--- src/rtl/div_share_pkg.sv ---
// Shared types and the round-robin helper for the divider-sharing arbiter.
package div_share_pkg;

  typedef enum logic [1:0] {
    StIdle,
    StLaunch,
    StWait,
    StResp
  } state_t;

  // rr_pick supports up to MaxReq requesters.
  localparam int unsigned MaxReq = 32;
  localparam int unsigned IdxW   = 5;

  typedef struct packed {
    logic            found;
    logic [IdxW-1:0] idx;
  } pick_t;

  // First set bit of req searching ptr+1, ptr+2, ... modulo n.
  function automatic pick_t rr_pick(input logic [MaxReq-1:0] req, input int ptr, input int n);
    pick_t res;
    res = '0;
    for (int j = 0; j < int'(MaxReq); j++) begin
      if (j < n && j > ptr && req[j] && !res.found) begin
        res.found = 1'b1;
        res.idx   = IdxW'(j);
      end
    end
    for (int j = 0; j < int'(MaxReq); j++) begin
      if (j < n && j <= ptr && req[j] && !res.found) begin
        res.found = 1'b1;
        res.idx   = IdxW'(j);
      end
    end
    return res;
  endfunction

endpackage

--- src/rtl/divu_int.sv ---
// Iterative restoring unsigned divider: one quotient bit per cycle, done pulse
// WIDTH cycles after start (one cycle after start for a zero divisor).
module divu_int #(
  parameter int unsigned WIDTH = 16
) (
  input  logic             clk,
  input  logic             rst_n,
  input  logic             start,
  input  logic [WIDTH-1:0] num,
  input  logic [WIDTH-1:0] den,
  output logic             done,
  output logic             valid,
  output logic             dbz,
  output logic [WIDTH-1:0] val,
  output logic [WIDTH-1:0] rem
);

  localparam int unsigned CW = $clog2(WIDTH);

  logic [WIDTH-1:0] rem_q, quo_q, den_q;
  logic [CW-1:0]    cnt_q;
  logic             run_q, done_q, dbz_q;

  logic [WIDTH-1:0] src_rem, src_quo, src_den, nxt_rem, nxt_quo;
  logic [WIDTH:0]   trial;
  logic             fits;

  // The start cycle already performs the first step from the live operands.
  always_comb begin
    src_rem = run_q ? rem_q : '0;
    src_quo = run_q ? quo_q : num;
    src_den = run_q ? den_q : den;
    trial   = {src_rem, src_quo[WIDTH-1]} - {1'b0, src_den};
    fits    = ~trial[WIDTH];
    nxt_rem = fits ? trial[WIDTH-1:0] : {src_rem[WIDTH-2:0], src_quo[WIDTH-1]};
    nxt_quo = {src_quo[WIDTH-2:0], fits};
  end

  always_ff @(posedge clk or negedge rst_n) begin
    if (!rst_n) begin
      rem_q  <= '0;
      quo_q  <= '0;
      den_q  <= '0;
      cnt_q  <= '0;
      run_q  <= 1'b0;
      done_q <= 1'b0;
      dbz_q  <= 1'b0;
    end else begin
      done_q <= 1'b0;
      if (run_q) begin
        rem_q <= nxt_rem;
        quo_q <= nxt_quo;
        cnt_q <= cnt_q - 1'b1;
        if (cnt_q == CW'(1)) begin
          run_q  <= 1'b0;
          done_q <= 1'b1;
        end
      end else if (start) begin
        if (den == '0) begin
          dbz_q  <= 1'b1;
          done_q <= 1'b1;
        end else begin
          dbz_q <= 1'b0;
          rem_q <= nxt_rem;
          quo_q <= nxt_quo;
          den_q <= den;
          cnt_q <= CW'(WIDTH - 1);
          run_q <= 1'b1;
        end
      end
    end
  end

  assign done  = done_q;
  assign valid = done_q & ~dbz_q;
  assign dbz   = dbz_q;
  assign val   = quo_q;
  assign rem   = rem_q;

endmodule

--- src/rtl/div_share_arb.sv ---
// Round-robin arbiter sharing one divu_int among N_REQ requesters; one
// division outstanding at a time, response returned on a one-hot valid.
module div_share_arb
  import div_share_pkg::*;
#(
  parameter int unsigned N_REQ = 4,
  parameter int unsigned WIDTH = 16
) (
  input  logic                   clk,
  input  logic                   rst_n,
  input  logic [N_REQ-1:0]       req_valid,
  output logic [N_REQ-1:0]       req_ready,
  input  logic [N_REQ*WIDTH-1:0] req_num,
  input  logic [N_REQ*WIDTH-1:0] req_den,
  output logic [N_REQ-1:0]       rsp_valid,
  input  logic [N_REQ-1:0]       rsp_ready,
  output logic [WIDTH-1:0]       rsp_quo,
  output logic [WIDTH-1:0]       rsp_rem,
  output logic                   rsp_dbz,
  output logic                   busy
);

  localparam int unsigned PW = $clog2(N_REQ);

  state_t           state_q;
  logic [PW-1:0]    ptr_q, gnt_q;
  logic [WIDTH-1:0] num_q, den_q, quo_q, rem_q;
  logic             dbz_q;
  logic [N_REQ-1:0] rsp_valid_q;

  logic [MaxReq-1:0] req_ext;
  pick_t             pick;
  logic [WIDTH-1:0]  sel_num, sel_den;
  logic [N_REQ-1:0]  gnt_oh;

  logic             div_start, div_done, div_dbz;
  logic [WIDTH-1:0] div_quo, div_rem;
  logic             unused_div_valid;

  always_comb begin
    req_ext                = '0;
    req_ext[N_REQ-1:0]     = req_valid;
    pick                   = rr_pick(req_ext, int'(ptr_q), int'(N_REQ));
    sel_num                = '0;
    sel_den                = '0;
    req_ready              = '0;
    gnt_oh                 = '0;
    for (int k = 0; k < int'(N_REQ); k++) begin
      if (pick.idx == IdxW'(k)) begin
        sel_num = req_num[k*WIDTH +: WIDTH];
        sel_den = req_den[k*WIDTH +: WIDTH];
      end
      // Gated by rst_n so no accept is advertised while held in reset.
      req_ready[k] = rst_n && (state_q == StIdle) && pick.found && (pick.idx == IdxW'(k));
      gnt_oh[k]    = (gnt_q == PW'(k));
    end
  end

  always_ff @(posedge clk or negedge rst_n) begin
    if (!rst_n) begin
      state_q     <= StIdle;
      ptr_q       <= PW'(N_REQ - 1);
      gnt_q       <= '0;
      num_q       <= '0;
      den_q       <= '0;
      quo_q       <= '0;
      rem_q       <= '0;
      dbz_q       <= 1'b0;
      rsp_valid_q <= '0;
    end else begin
      unique case (state_q)
        StIdle: begin
          if (pick.found) begin
            num_q   <= sel_num;
            den_q   <= sel_den;
            gnt_q   <= pick.idx[PW-1:0];
            state_q <= StLaunch;
          end
        end
        StLaunch: state_q <= StWait;
        StWait: begin
          if (div_done) begin
            if (div_dbz) begin
              quo_q <= '1;
              rem_q <= num_q;
              dbz_q <= 1'b1;
            end else begin
              quo_q <= div_quo;
              rem_q <= div_rem;
              dbz_q <= 1'b0;
            end
            rsp_valid_q <= gnt_oh;
            state_q     <= StResp;
          end
        end
        StResp: begin
          if (|(rsp_valid_q & rsp_ready)) begin
            rsp_valid_q <= '0;
            ptr_q       <= gnt_q;
            state_q     <= StIdle;
          end
        end
        default: state_q <= StIdle;
      endcase
    end
  end

  assign div_start = (state_q == StLaunch);

  divu_int #(
    .WIDTH(WIDTH)
  ) u_divu (
    .clk  (clk),
    .rst_n(rst_n),
    .start(div_start),
    .num  (num_q),
    .den  (den_q),
    .done (div_done),
    .valid(unused_div_valid),
    .dbz  (div_dbz),
    .val  (div_quo),
    .rem  (div_rem)
  );

  assign rsp_valid = rsp_valid_q;
  assign rsp_quo   = quo_q;
  assign rsp_rem   = rem_q;
  assign rsp_dbz   = dbz_q;
  assign busy      = (state_q != StIdle);

endmodule

--- config.mk ---
export PLATFORM = sky130hd
export DESIGN_NAME = div_share_arb
export DESIGN_NICKNAME = d
export VERILOG_FILES = /design/src/rtl/div_share_pkg.sv /design/src/rtl/divu_int.sv /design/src/rtl/div_share_arb.sv
export SDC_FILE = /design/constraint.sdc
export NUM_CORES = 1
export LEC_CHECK = 0
export BUFFER_PORTS_ARGS = -buffer_cell sky130_fd_sc_hd__buf_2
export CAP_MARGIN = 25
export CORE_MARGIN = 2
export CORE_UTILIZATION = 55
export CTS_CLUSTER_SIZE = 24
export DETAILED_ROUTE_END_ITERATION = 12
export PLACE_DENSITY_LB_ADDON = 0.05
export SYNTH_ARGS = -nofsm -noshare
export SYNTH_HDL_FRONTEND = slang
export SYNTH_HIERARCHICAL = 1
export SYNTH_SLANG_ARGS = --single-unit
--- constraint.sdc ---
create_clock -name clk -period 3.8 [get_ports clk]
set_input_delay 0.57 -clock clk [delete_from_list [all_inputs] [get_ports clk]]
set_output_delay 0.57 -clock clk [all_outputs]
set_load 0.01 [all_outputs]
### Word level (Yosys, flattened, before mapping)

Cells that the tools add are included.

| word-level totals | value |
|---|---|
| register bits after elaboration | 130 |
| bits of input ports | 138 |
| output and inout bits | 42 |

| operators by class | value |
|---|---|
| add/sub/neg operators | 2 |
| order comparisons | 6 |
| eq/ne operators | 14 |
| mux-type cells | 46 |
| bitwise operators | 4 |
| reduce and logical (&&, ||, !) cells | 40 |

Operators by type and width:

| operator | count |
|---|---|
| $mux W16 | 20 |
| $mux W6 | 7 |
| $mux W4 | 5 |
| $logic_and A1 B1 Y1 | 18 |
| $sub A17 B16 Y17 | 1 |
| $logic_not A16 Y1 | 1 |
| $eq A5 B2 Y1 const B | 2 |
| $reduce_and A2 Y1 | 5 |
| $mux W1 | 9 |
| $reduce_and A3 Y1 | 3 |
| $eq A2 B2 Y1 const B | 4 |
| $pmux W2 S4 | 1 |
| $pmux W4 S2 | 1 |
| $logic_not A1 Y1 | 6 |
| $mux W2 | 3 |
| $reduce_bool A2 Y1 | 3 |
| $eq A5 B1 Y1 const B | 1 |
| $logic_not A5 Y1 | 1 |
| $and A4 B4 Y4 | 1 |
| $eq A2 B1 Y1 const B | 2 |
| $eq A4 B1 Y1 const B | 1 |
| $gt A2 B2 Y1 const A | 2 |
| $le A2 B2 Y1 const A | 2 |
| $logic_not A2 Y1 | 2 |
| other kinds (7) | 11 |

### Longest topological paths before layout

| logic depth | value |
|---|---|
| word-level depth | 26 |
| mapped depth | 13 |
| mapped depth without buffers | 10 |

### Cells and area by module

Netlist, hierarchy kept.

Modules (own cells, without submodules):

| module | times used | cells an instance | area each (um^2) | seq. area each (um^2) |
|---|---|---|---|---|
| div_share_arb | 1 | 453 | 4256.6 | 1879.3 |
| divu_int | 1 | 368 | 3504.6 | 1376.3 |

### Least setup slack after synthesis

OpenSTA, ideal clock, no wires.

| path | value |
|---|---|
| path type | register -> register |
| from | register u_divu.run_q |
| to | register u_divu.rem_q[1] (netlist: u_divu/rem[1]) |
| setup time | 0.126 ns |
| data arrival time | 3.351 ns |
| data required time | 3.674 ns |
| setup slack | 0.323 ns |
| cell stages (with the launch flop) | 13 |
| path buffers | 4 |
| clock period less this slack | 3.477 ns |
| cells stage by stage | dfrtp_1 -> clkbuf_1 -> buf_1 -> clkbuf_1 -> mux2i_1 -> ha_1 -> a21o_1 -> a211o_1 -> o21ba_4 -> a221oi_4 -> buf_6 -> nor2_1 -> a221o_1 |

| between the ends | value |
|---|---|
| cells in the longest elaborated chain, start to end | 6 |
| elaborated cells between the ends (all ways) | 11 |
| classes of those cells | 1 x add/sub; 1 x eq/ne; 7 x mux; 2 x reduce/logical |

RTL lines:

| item | RTL line | text |
|---|---|---|
| start: declaration | divu_int.sv:22 | `logic run_q, done_q, dbz_q;` |
| start signal: assignment | divu_int.sv:45 | `run_q <= 1'b0;` |
| start signal: assignment | divu_int.sv:55 | `run_q <= 1'b0;` |
| start signal: assignment | divu_int.sv:68 | `run_q <= 1'b1;` |
| $mux W16 (on tied branches) | divu_int.sv:31, divu_int.sv:30, divu_int.sv:32 |  |
| $sub A17 B16 Y17 | divu_int.sv:33 | `trial = {src_rem, src_quo[WIDTH-1]} - {1'b0, src_den};` |
| $mux W16 | divu_int.sv:35 | `nxt_rem = fits ? trial[WIDTH-1:0] : {src_rem[WIDTH-2:0], src_quo[WIDTH-1]};` |
| $mux W16 | divu_int.sv:59 | `if (den == '0) begin` |
| $mux W16 | divu_int.sv:58 | `end else if (start) begin` |
| $mux W16 | divu_int.sv:50 | `if (run_q) begin` |
| end signal: assignment | divu_int.sv:51 | `rem_q <= nxt_rem;` |
| end signal: assignment | divu_int.sv:64 | `rem_q <= nxt_rem;` |
| end: declaration | divu_int.sv:20 | `logic [WIDTH-1:0] rem_q, quo_q, den_q;` |

Parallel ways exist; a longest one is shown, timed or not. The select of a mux whose other input is x is not followed.
A chain may end at the register's enable or synchronous reset.

### Final worst setup path

| path | value |
|---|---|
| from | register u_divu.run_q |
| to | register u_divu.rem_q[0] (netlist: u_divu/rem[0]) |

Same word-level chain as after synthesis.

==> flow_summary.toml <==
[hold_path]
min_path_type = "in -> async"

[floorplanning]
ioPinCount = 180
die_x_um = 123
die-area_mm2 = 0.0151
die_y_um = 123
core_mm2 = 0.0138
initial_core_util = 0.561
row_count = 43

[detailed_routing]
met1Wirelength_um = 10200
first_iter_violations = 552
wirelength_um = 23100
ant_nets = 0
detail_route.wl_per_cell_um = 19.6
dr.pass1.iters = 5
drc = 0
vias = 7093
wl_met3_um = 1250
routed_via_density = 6.04
top_layer_used = "met4"
dr_wl_met2_um = 11200

[sta]
setup_viol = 0
rsz0062_at_grt = "false"
finalCritPeriodShare = 0.906
timing.fmax_mhz = 290
final_max_slew_viol_count = 0
min_period_ns = 3.44
fin_skew_ns = 0.0146
tns_ns = 0
tightestPinTransition_ns = 0.829
slew_headroom = 0.446
hold_viol_final = 0

[layout]
regArea_mm2 = 0.00326
drive_above_1_share = 0.278
fillerInstances = 1096
areaGrowthSynthToFinish_pct = 20.8
n_antenna_cell = 0
multiInputGateArea_mm2 = 0.00415
finalNetCount = 1143
layout.cells.non_filler = 1175
final_cell_area_mm2 = 0.00937

[worst_setup_path]
cp-end-kind = "flip-flop"
critical_path_class = "reg -> reg"
cp-start-kind = "flip-flop"
r2r_start = "u_divu/run_q$_DFF_PN0_"
reg2reg_slack_ns = 0.36
reg2reg_to = "u_divu/rem[0]$_DFFE_PN0P_"
ff2ff_path_depth = 11
worstPathArrival_ns = 3.79
worstPathRequired_ns = 4.15
worstPathMaxFanout = 45

[place]
port_buffers = 179
hpwl_um = 17400
gp_congestion = 0.977
place_inst = 1143
dpl_cell_area_mm2 = 0.00876

[clock_network]
cts_setup_buffers = 0
numCtsBuffers = 17
path_clk_slew_ns = 0.07
cts_tree = "yes"
cts.repair.resized = 0
clockRootBuffer = "clkbuf_16"
holdBufCountCts = 0
cts_max_level = 4
clockBufferDepth = 2
clock_sinks = 130
insertion_delay_ns = 0.43

[global_route]
first_global_vias = 6846
grtUsageTotal = 0.316
antenna_found_initial = 0
grt_max_degree = 131
grt_overflow = 0
grt_pass1_wl_um = 36300

[synth]
ys.warnings.count = 6
synth_fp_nets = 981
synthCells = 820
syn-cell-area_mm2 = 0.00775
syn_avg_cell_area_um2 = 9.46

[pwr]
peakVddDrop_mv = 0.453
power_density_mw_per_mm2 = 1010
p_leak_nw = 4.35
p_total_mw = 9.48

[run_status]
status = "complete, no violations"

[job]
maxCapViolCount = 0
cells in the final DEF (no fill, tap or decap), types with 20 or more instances in the layout:
cell type	n
a21oi_1	53
a221oi_1	24
a2bb2oi_1	20
buf_2	178
dfrtp_1	127
ha_1	22
mux2i_1	47
nand2_1	77
nand2b_1	20
nand3_1	22
nor2_1	112
o31ai_1	24
through the flow:
step | hold WS, ns | util | worst slack [ns]
2_1_floorplan | 0.274 | - | 0.323
3_3_place_gp | 0.462 | 0.632 | 0.456
3_5_place_dp | 0.469 | 0.634 | 0.385
4_1_cts | 0.352 | 0.677 | 0.355
5_1_grt | 0.347 | 0.677 | 0.120
6_report | 0.265 | 0.677 | 0.356
flip-flops by register name, summed over array words and instances (netlist names), 2 cells and up:
name          count
den_q            16
gnt_q             2
num_q            16
ptr_q             2
rsp_quo          16
rsp_rem          16
rsp_valid         4
state_q           2
u_divu/cnt_q      4
u_divu/den_q     16
u_divu/rem       16
u_divu/val       16
where the power goes:
part	total [mW]	internal [mW]	switching (mW)	leakage, nW
combinational	5.09	2.18	2.91	2.46
sequential	2.72	2.07	0.657	1.59
clock	1.67	1.00	0.665	0.293
total	9.48	5.25	4.23	4.35
per-layer routing:
metal | vias to the layer above | global-route usage
met4 | 0 | 0.0912
li1 | 3312 | -
met5 | - | 0
met3 | 39 | 0.0534
met2 | 292 | 0.509
met1 | 3450 | 0.439
critical path, cell delays in order, from the launching register on:
cell      delay (ns)
dfrtp_2         0.53
buf_4           0.45
nand2_1         0.19
fa_1            0.42
nand2b_1        0.21
a21oi_2         0.21
o21ba_4         0.21
o21ai_2         0.08
a221oi_4        0.25
buf_4           0.30
mux2_1          0.35
a21oi_1         0.14
worst max path at each step:
stage / startpoint / endpoint / slack (ns) / cells past startpoint
global placement: u_divu/run_q$_DFF_PN0_ / u_divu/rem[0]$_DFFE_PN0P_ / 0.46 / 11
detailed placement: u_divu/run_q$_DFF_PN0_ / u_divu/rem[0]$_DFFE_PN0P_ / 0.38 / 11
CTS: u_divu/run_q$_DFF_PN0_ / u_divu/rem[0]$_DFFE_PN0P_ / 0.36 / 11
floorplan: u_divu/run_q$_DFF_PN0_ / u_divu/rem[1]$_DFFE_PN0P_ / 0.32 / 12
finish: u_divu/run_q$_DFF_PN0_ / u_divu/rem[0]$_DFFE_PN0P_ / 0.36 / 11
global route: u_divu/run_q$_DFF_PN0_ / u_divu/rem[0]$_DFFE_PN0P_ / 0.12 / 11
cell type report:
| cell class | instances | area share |
|---|---|---|
| clock buffer | 18 | 0.0469 |
| clock inverter | 14 | 0.0175 |
| inverter | 18 | 0.00721 |
| multi-input combinational | 619 | 0.444 |
| sequential | 130 | 0.348 |
| tap | 180 | 0.0240 |
| timing repair buffer | 196 | 0.113 |
No activity file was read; power rests on OpenSTA's default activity.
